`src/rtl/src_pkg.sv`:
```
// Shared definitions for the Mini SRC datapath: fetch FSM states, opcode
// constants and the default address width.
package src_pkg;

  localparam int AW_DEFAULT = 9;

  localparam logic [4:0] OP_LD   = 5'b00000;
  localparam logic [4:0] OP_LDI  = 5'b00001;
  localparam logic [4:0] OP_ST   = 5'b00010;
  localparam logic [4:0] OP_ADD  = 5'b00011;
  localparam logic [4:0] OP_BR   = 5'b10010;
  localparam logic [4:0] OP_JR   = 5'b10011;
  localparam logic [4:0] OP_NOP  = 5'b11000;
  localparam logic [4:0] OP_HALT = 5'b11010;

  typedef enum logic [2:0] {
    S_RESET = 3'd0,
    S_REQ   = 3'd1,
    S_WAIT  = 3'd2,
    S_HOLD  = 3'd3,
    S_HALT  = 3'd4
  } fetch_state_e;

  function automatic logic [4:0] opcode_of(input logic [31:0] instr);
    return instr[31:27];
  endfunction

endpackage

```
`src/rtl/fetch_unit_pc_counter.sv`:
```
// Program counter register: load has priority over increment, increment
// wraps modulo 2^AW, synchronous active-low reset to RESET_PC.
module pc_counter
  import src_pkg::*;
#(
  parameter int            AW       = AW_DEFAULT,
  parameter logic [AW-1:0] RESET_PC = {AW{1'b0}}
) (
  input  logic          clk,
  input  logic          reset_n,
  input  logic          load,
  input  logic [AW-1:0] load_val,
  input  logic          inc,
  output logic [AW-1:0] pc
);

  // PC update: reset, redirect load, or post-fetch increment.
  always_ff @(posedge clk) begin
    if (!reset_n) begin
      pc <= RESET_PC;
    end else if (load) begin
      pc <= load_val;
    end else if (inc) begin
      pc <= pc + {{(AW-1){1'b0}}, 1'b1};
    end else begin
      pc <= pc;
    end
  end

endmodule

```
`src/rtl/fetch_unit.sv`:
```
// Instruction fetch stage: PC ownership, ready-handshake word reads, IR
// register, halt detection and retired-instruction counter.
module fetch_unit
  import src_pkg::*;
#(
  parameter int            AW       = AW_DEFAULT,
  parameter logic [AW-1:0] RESET_PC = {AW{1'b0}},
  parameter logic [4:0]    HALT_OP  = OP_HALT
) (
  input  logic          clk,
  input  logic          reset_n,
  output logic          mem_rd,
  output logic [AW-1:0] mem_addr,
  input  logic          mem_ready,
  input  logic [31:0]   mem_rdata,
  output logic [31:0]   ir,
  output logic          ir_valid,
  output logic [AW-1:0] ir_pc,
  output logic [AW-1:0] pc_next,
  input  logic          exec_done,
  input  logic          redirect,
  input  logic [AW-1:0] redirect_pc,
  output logic          halted,
  output logic [31:0]   retired
);

  fetch_state_e  state_r;
  logic          pc_load_s;
  logic          pc_inc_s;
  logic [AW-1:0] pc_s;

  pc_counter #(
    .AW       (AW),
    .RESET_PC (RESET_PC)
  ) u_pc_counter (
    .clk      (clk),
    .reset_n  (reset_n),
    .load     (pc_load_s),
    .load_val (redirect_pc),
    .inc      (pc_inc_s),
    .pc       (pc_s)
  );

  assign mem_addr = pc_s;
  assign pc_next  = ir_pc + {{(AW-1){1'b0}}, 1'b1};

  // PC control: step past a completed read, load on a taken branch.
  always_comb begin
    pc_load_s = 1'b0;
    pc_inc_s  = 1'b0;
    case (state_r)
      S_REQ, S_WAIT: pc_inc_s  = mem_ready;
      S_HOLD:        pc_load_s = exec_done & redirect;
      default: begin
        pc_load_s = 1'b0;
        pc_inc_s  = 1'b0;
      end
    endcase
  end

  // Fetch FSM with registered handshake, IR, status and retire counter.
  always_ff @(posedge clk) begin
    if (!reset_n) begin
      state_r  <= S_RESET;
      ir       <= 32'h0000_0000;
      ir_pc    <= {AW{1'b0}};
      ir_valid <= 1'b0;
      mem_rd   <= 1'b0;
      halted   <= 1'b0;
      retired  <= 32'd0;
    end else begin
      case (state_r)
        S_RESET: begin
          state_r <= S_REQ;
          mem_rd  <= 1'b1;
        end
        S_REQ, S_WAIT: begin
          if (mem_ready) begin
            ir     <= mem_rdata;
            ir_pc  <= pc_s;
            mem_rd <= 1'b0;
            if (opcode_of(mem_rdata) == HALT_OP) begin
              state_r  <= S_HALT;
              halted   <= 1'b1;
              ir_valid <= 1'b0;
            end else begin
              state_r  <= S_HOLD;
              ir_valid <= 1'b1;
            end
          end else begin
            state_r <= S_WAIT;
            mem_rd  <= 1'b1;
          end
        end
        S_HOLD: begin
          if (exec_done) begin
            retired  <= retired + 32'd1;
            ir_valid <= 1'b0;
            mem_rd   <= 1'b1;
            state_r  <= S_REQ;
          end else begin
            state_r <= S_HOLD;
          end
        end
        S_HALT: begin
          halted   <= 1'b1;
          ir_valid <= 1'b0;
          mem_rd   <= 1'b0;
        end
        default: begin
          state_r  <= S_RESET;
          ir_valid <= 1'b0;
          mem_rd   <= 1'b0;
        end
      endcase
    end
  end

endmodule

```
`config.mk`:
```
export PLATFORM = sky130hd
export DESIGN_NAME = fetch_unit
export DESIGN_NICKNAME = d
export VERILOG_FILES = /design/src/rtl/src_pkg.sv /design/src/rtl/fetch_unit_pc_counter.sv /design/src/rtl/fetch_unit.sv
export SDC_FILE = /design/constraint.sdc
export NUM_CORES = 1
export LEC_CHECK = 0
export ABC_CLOCK_PERIOD_IN_PS = 6400
export CORE_AREA = 8 8 78 131
export DETAILED_ROUTE_END_ITERATION = 8
export DIE_AREA = 0 0 86 139
export PLACE_DENSITY = 0.83
export SLEW_MARGIN = 20
export SYNTH_ARGS = -nofsm -noshare
export SYNTH_HDL_FRONTEND = slang
export SYNTH_HIERARCHICAL = 1
export SYNTH_SLANG_ARGS = --single-unit
```
`constraint.sdc`:
```
create_clock -name clk -period 6.4 [get_ports clk]
set_input_delay 1.28 -clock clk [delete_from_list [all_inputs] [get_ports clk]]
set_output_delay 1.28 -clock clk [all_outputs]
set_load 0.02 [all_outputs]
```
# Word level (Yosys, flattened, before mapping)
# Index checks and enable logic that the tools add are counted.
[classes]
bitwise_logic = 2
n_addsub = 3
mux = 18
eq_ne = 8
reduce_logical = 8
[ops]
columns = ["op", "count"]
rows = [
  ["adder 32 x 1 -> 32 bit, second input constant", 1],
  ["adder 9 x 1 -> 9 bit, second input constant", 2],
  ["2-to-1 mux 9 bit", 2],
  ["case mux 3 bit (4 select lines)", 1],
  ["2-to-1 mux 1 bit", 9],
  ["== test 3 x 2 -> 1 bit, second input constant", 2],
  ["2-to-1 mux 3 bit", 2],
  ["!= test 2 bit, second input constant", 3],
  ["case mux 1 bit (3 select lines)", 2],
  ["AND reduction 3 bit", 2],
  ["== test 5 bit, second input constant", 1],
  ["AND reduction 2 bit", 2],
  ["nonzero test 2 bit", 2],
  ["== test 3 x 1 -> 1 bit, second input constant", 1],
  ["== test 3 bit, second input constant", 1],
  ["logical NOT 3 bit", 1],
  ["2-to-1 mux 2 bit", 1],
  ["case mux 1 bit (2 select lines)", 1],
  ["OR reduction 2 bit", 1],
  ["bitwise AND 1 bit", 1],
  ["inverter 1 bit", 1],
]
[word_totals]
in_bits = 46
elab_cells = 47
register_bits = 88
out_inout_bits = 94

# Logic depth before layout (Yosys ltp)
[logic_depth]
ltp_word = 5
depth_mapped = 9
depth_no_buf = 6

# Cells and area by module
# The synthesis kept the hierarchy.
[by_module_without_submodules]
columns = ["module", "area_per_inst_um2", "seq_area_each_um2", "cells_each", "instances"]
rows = [
  ["fetch_unit", 3374.5, 1581.5, 415, 1],
  ["pc_counter", 530.5, 180.2, 64, 1],
]

# Worst setup path after synthesis
# No wires, ideal clock.
[synth_path]
path_type = "input port to flip-flop"
from = "in exec_done"
to = "reg retired[25]"
path_stages = 5
setup_time_ps = 71
slack_ps = 3619
t_required_ps = 6329
n_path_buf = 1
t_arrival_ps = 2711
path_cell_list = "nand4b_4 -> or4_4 -> buf_6 -> or4_1 -> a21oi_1"
[synth_between]
elab_chain_cells = 1
[synth_rtl]
columns = ["element", "line_no", "rtl"]
rows = [
  ["start, declared", "fetch_unit.sv:20", "input logic exec_done,"],
  ["AND reduction 2 bit (no line)", "--", ""],
  ["end signal, assigned", "fetch_unit.sv:97", "retired <= retired + 32'd1;"],
  ["end, declared", "fetch_unit.sv:24", "output logic [31:0] retired"],
]
# Every way passes these cells.
# A chain may end at the register's enable or synchronous reset.

# Final worst setup path
[layout_path]
from = "in reset_n"
to = "reg ir[29]"
[layout_rtl]
columns = ["element", "line_no", "rtl"]
rows = [
  ["start, declared", "fetch_unit.sv:11", "input logic reset_n,"],
  ["end signal, assigned", "fetch_unit.sv:79", "ir <= mem_rdata;"],
  ["end, declared", "fetch_unit.sv:16", "output logic [31:0] ir,"],
]
# No word-level cell between the ends.

==> out/qor.csv <==
stage;metric;value;unit
outcome;status;completed;
sta;final hold vios;0;
routing;wire per inst;16.4;um
clocking;clk root buf;clkbuf_16;
finish;# diodes;0;
synthesis;average size of a mapped cell;8.15;um2
synthesis;EDFF count, synth;0;
power_and_ir_drop;Reg power frac;41.2;%
placed_design;RD Place Congestion;0.879;
routing;drt first-iter violations;174;
clocking;# resized after CTS;0;
clocking;CTS tree;done;
clocking;post-CTS setup repair buffer count;0;
synthesis;leading post-synthesis cells by cell area;dfxtp_1, nand2_1, a21oi_1;
sta;RSZ-0062 raised after global routing;no;
synthesis;asr flop ratio synth;0;%
critical_path;Startpoint Class;primary input;
synthesis;Synth top area share;45.1;%
clocking;CTS Buf Count;9;
routing;DR DRC count;0;
die;initial core utilization;45.9;%
finish;Fill cells;688;
critical_path;worst path required time;6.63;ns
die;Die Span Y;139;um
sta;# setup viols final;0;
power_and_ir_drop;net load switching power;0.512;mW
clocking;clock-pin slew on the worst setup and hold paths;0.06;ns
synthesis;Syn Inst Count;479;
routing;Detailed Route WL;11.9;mm
die;core box area;0.00850;mm2
sta;Total Neg Setup Slack;0;ns
sta;Final min period;3.48;ns
routing;via/cell ratio;5.46;
grt;largest net degree at the start of global routing;72;
job;max-capacitance violation count;0;
synthesis;Unique masters post-synth;43;
critical_path;Max FO, Critical Path;71;
routing;iteration count of the initial detailed-routing pass;5;
clocking;# H-tree levels;3;
synthesis;Mapped Area;0.00390;mm2
critical_path;Crit. End Element;register;
finish;nets@finish;653;
synthesis;Post-synth top cells;nand2_1, dfxtp_1, a21oi_1;
synthesis;Ys Warns;6;
die;I/O pin count;140;
power_and_ir_drop;Lkg Pwr;1.90;nW
finish;Syn-to-layout area delta;44.4;%
grt;initial antenna violation count;0;
finish;Final Core Density;66.3;%
power_and_ir_drop;Int Pwr;1.10;mW
sta;Max Slew Vio Count;0;
routing;antenna-violating nets left;0;
placed_design;dpl ws;2.79;ns
power_and_ir_drop;VDD IR max;0.000214;V
sta;worst slew pin tran;0.987;ns
power_and_ir_drop;Cell Pwr Density;286;mW/mm2
grt;Overall Global Routing Usage;20.0;%
synthesis;largest area contributor in the netlist;dfxtp_1;
critical_path;Worst Path Arrival;3.71;ns
sta;Worst Skew;0.0101;ns
die;Rows;45;
synthesis;top_reg_cell synth;dfxtp_1;
synthesis;register bit count reported by yosys;88;
sta;Fin Hold WS;0.452;ns
sta;fmax;0.287;GHz
clocking;Clock Latency Late Sink;0.34;ns
finish;layout cells sized above 1;3.61;%
die;Die Width;86;um
synthesis;post-synthesis sequential area ratio;45.1;%
clocking;TritonCTS Sinks;88;
power_and_ir_drop;switching share of power;31.8;%
routing;via count;3963;
critical_path;worst setup path class;in -> reg;
power_and_ir_drop;clock share of power;32.6;%
placed_design;post-DP HPWL;8.77;mm
sta;Max-slew headroom;34.1;%
die;DIE AREA;0.0120;mm2
synthesis;count leader, synth;nand2_1;
worst_hold_path;Worst Hold Class;reg -> reg;
placed_design;I/O Buffers;139;
grt;first-pass GRT wire length;19.4;mm
clocking;clk buf depth;2;
grt;vias in the first global route;3989;
sta;Final Cycle Share;54.4;%
sta;final worst slack;2.92;ns
clocking;hold buffers post-CTS;0;
power_and_ir_drop;Comb pwr share;26.2;%
synthesis;Post-Syn Nets;528;
grt;gr ovfl total;0;
## power groups by stage
stage / clock network [mW] / logic (mW) / registers (mW)
2_1_floorplan: 0 / 0.191 / 0.717
3_3_place_gp: 0 / 0.413 / 0.672
3_5_place_dp: 0 / 0.422 / 0.674
4_1_cts: 0.532 / 0.425 / 0.663
5_1_grt: 0.558 / 0.457 / 0.671
6_report: 0.525 / 0.421 / 0.664
## layout make-up
type	instances	area, um2	area share (%)
Clock buffer	11	243	4.30
Inverter	12	46.3	0.821
Tap cell	117	146	2.60
Sequential cell	88	1760	31.2
Multi-Input combinational cell	352	1980	35.1
Timing Repair Buffer	141	1410	24.9
Clock inverter	5	56.3	0.998
## final timing paths
check | startpoint | end | slack, ns | depth (start not counted)
worst max register to register | state_r[1]$_SDFFE_PN0P_ | u_pc_counter/pc[7]$_SDFFE_PN0P_ | 3.78 | 8
worst max-delay path | reset_n | ir[29]$_SDFFE_PN0P_ | 2.92 | 3
worst min-delay path | ir[27]$_SDFFE_PN0P_ | ir[27]$_SDFFE_PN0P_ | 0.45 | 2
worst min register to register | ir[27]$_SDFFE_PN0P_ | ir[27]$_SDFFE_PN0P_ | 0.45 | 2
## registers in the layout (all words and copies together) (netlist names)
| name | count |
|---|---|
| ir | 32 |
| retired | 32 |
| ir_pc | 9 |
| u_pc_counter/pc | 9 |
| state_r | 3 |
| halted | 1 |
| ir_valid | 1 |
| mem_rd | 1 |
## layout by cell type (no fill, tap or decap), types with 2 or more instances in the layout
cell / instances
buf_4: 2
and3_1: 4
nor3_1: 3
a21oi_1: 68
inv_1: 10
mux2i_1: 4
xor2_1: 6
o21ai_0: 19
nand2_1: 104
nand3_1: 19
clkbuf_16: 9
or3_1: 11
nor3b_1: 3
ha_1: 3
nand2b_1: 5
and2_1: 8
clkdlybuf4s50_1: 139
and4_1: 5
xnor2_1: 14
dfxtp_1: 88
or4_1: 17
clkinv_2: 3
nor2_1: 7
nor4_1: 2
o211ai_1: 3
o31ai_1: 13
nor2b_1: 4
nand3b_1: 4
nand4_1: 14
## cell families (layout without fill, tap and decap cells)
logic type | count (synthesis) | in the layout | synth area share (%)
XOR/XNOR | 20 | 20 | 4.49
flip-flops | 88 | 88 | 45.1
multiplexers | 4 | 4 | 1.03
buffers and inverters | 39 | 169 | 4.20
AND/OR/NAND/NOR | 216 | 216 | 28.8
AO/OA/AOI/OAI | 109 | 109 | 15.4
adder cells (fa/ha/maj) | 3 | 3 | 0.961
## per-stage QoR
step           cell area, um2  std cells  total power [mW]
2_1_floorplan            3910        479             0.909
3_3_place_gp             5340        710              1.09
3_5_place_dp             5340        710              1.10
4_1_cts                  5640        726              1.62
5_1_grt                  5640        726              1.69
6_report                 5640        726              1.61
## metal layers
| metal | wire, um | global-route usage [%] | up-vias | share of wire [%] |
|---|---|---|---|---|
| li1 | - | - | 1943 | - |
| met1 | 4230 | 19.3 | 1853 | 36 |
| met2 | 6480 | 36.3 | 139 | 55 |
| met3 | 808 | 6.59 | 28 | 6.8 |
| met4 | 352 | 9.48 | 0 | 3.0 |
| met5 | 0 | 0 | - | 0 |
## critical path, stage by stage
cell and delay, ns:
clkdlybuf4s50_1 0.98, clkinv_2 1.00, a21oi_1 0.42
Note: power is estimated with default switching activity, not from simulation.
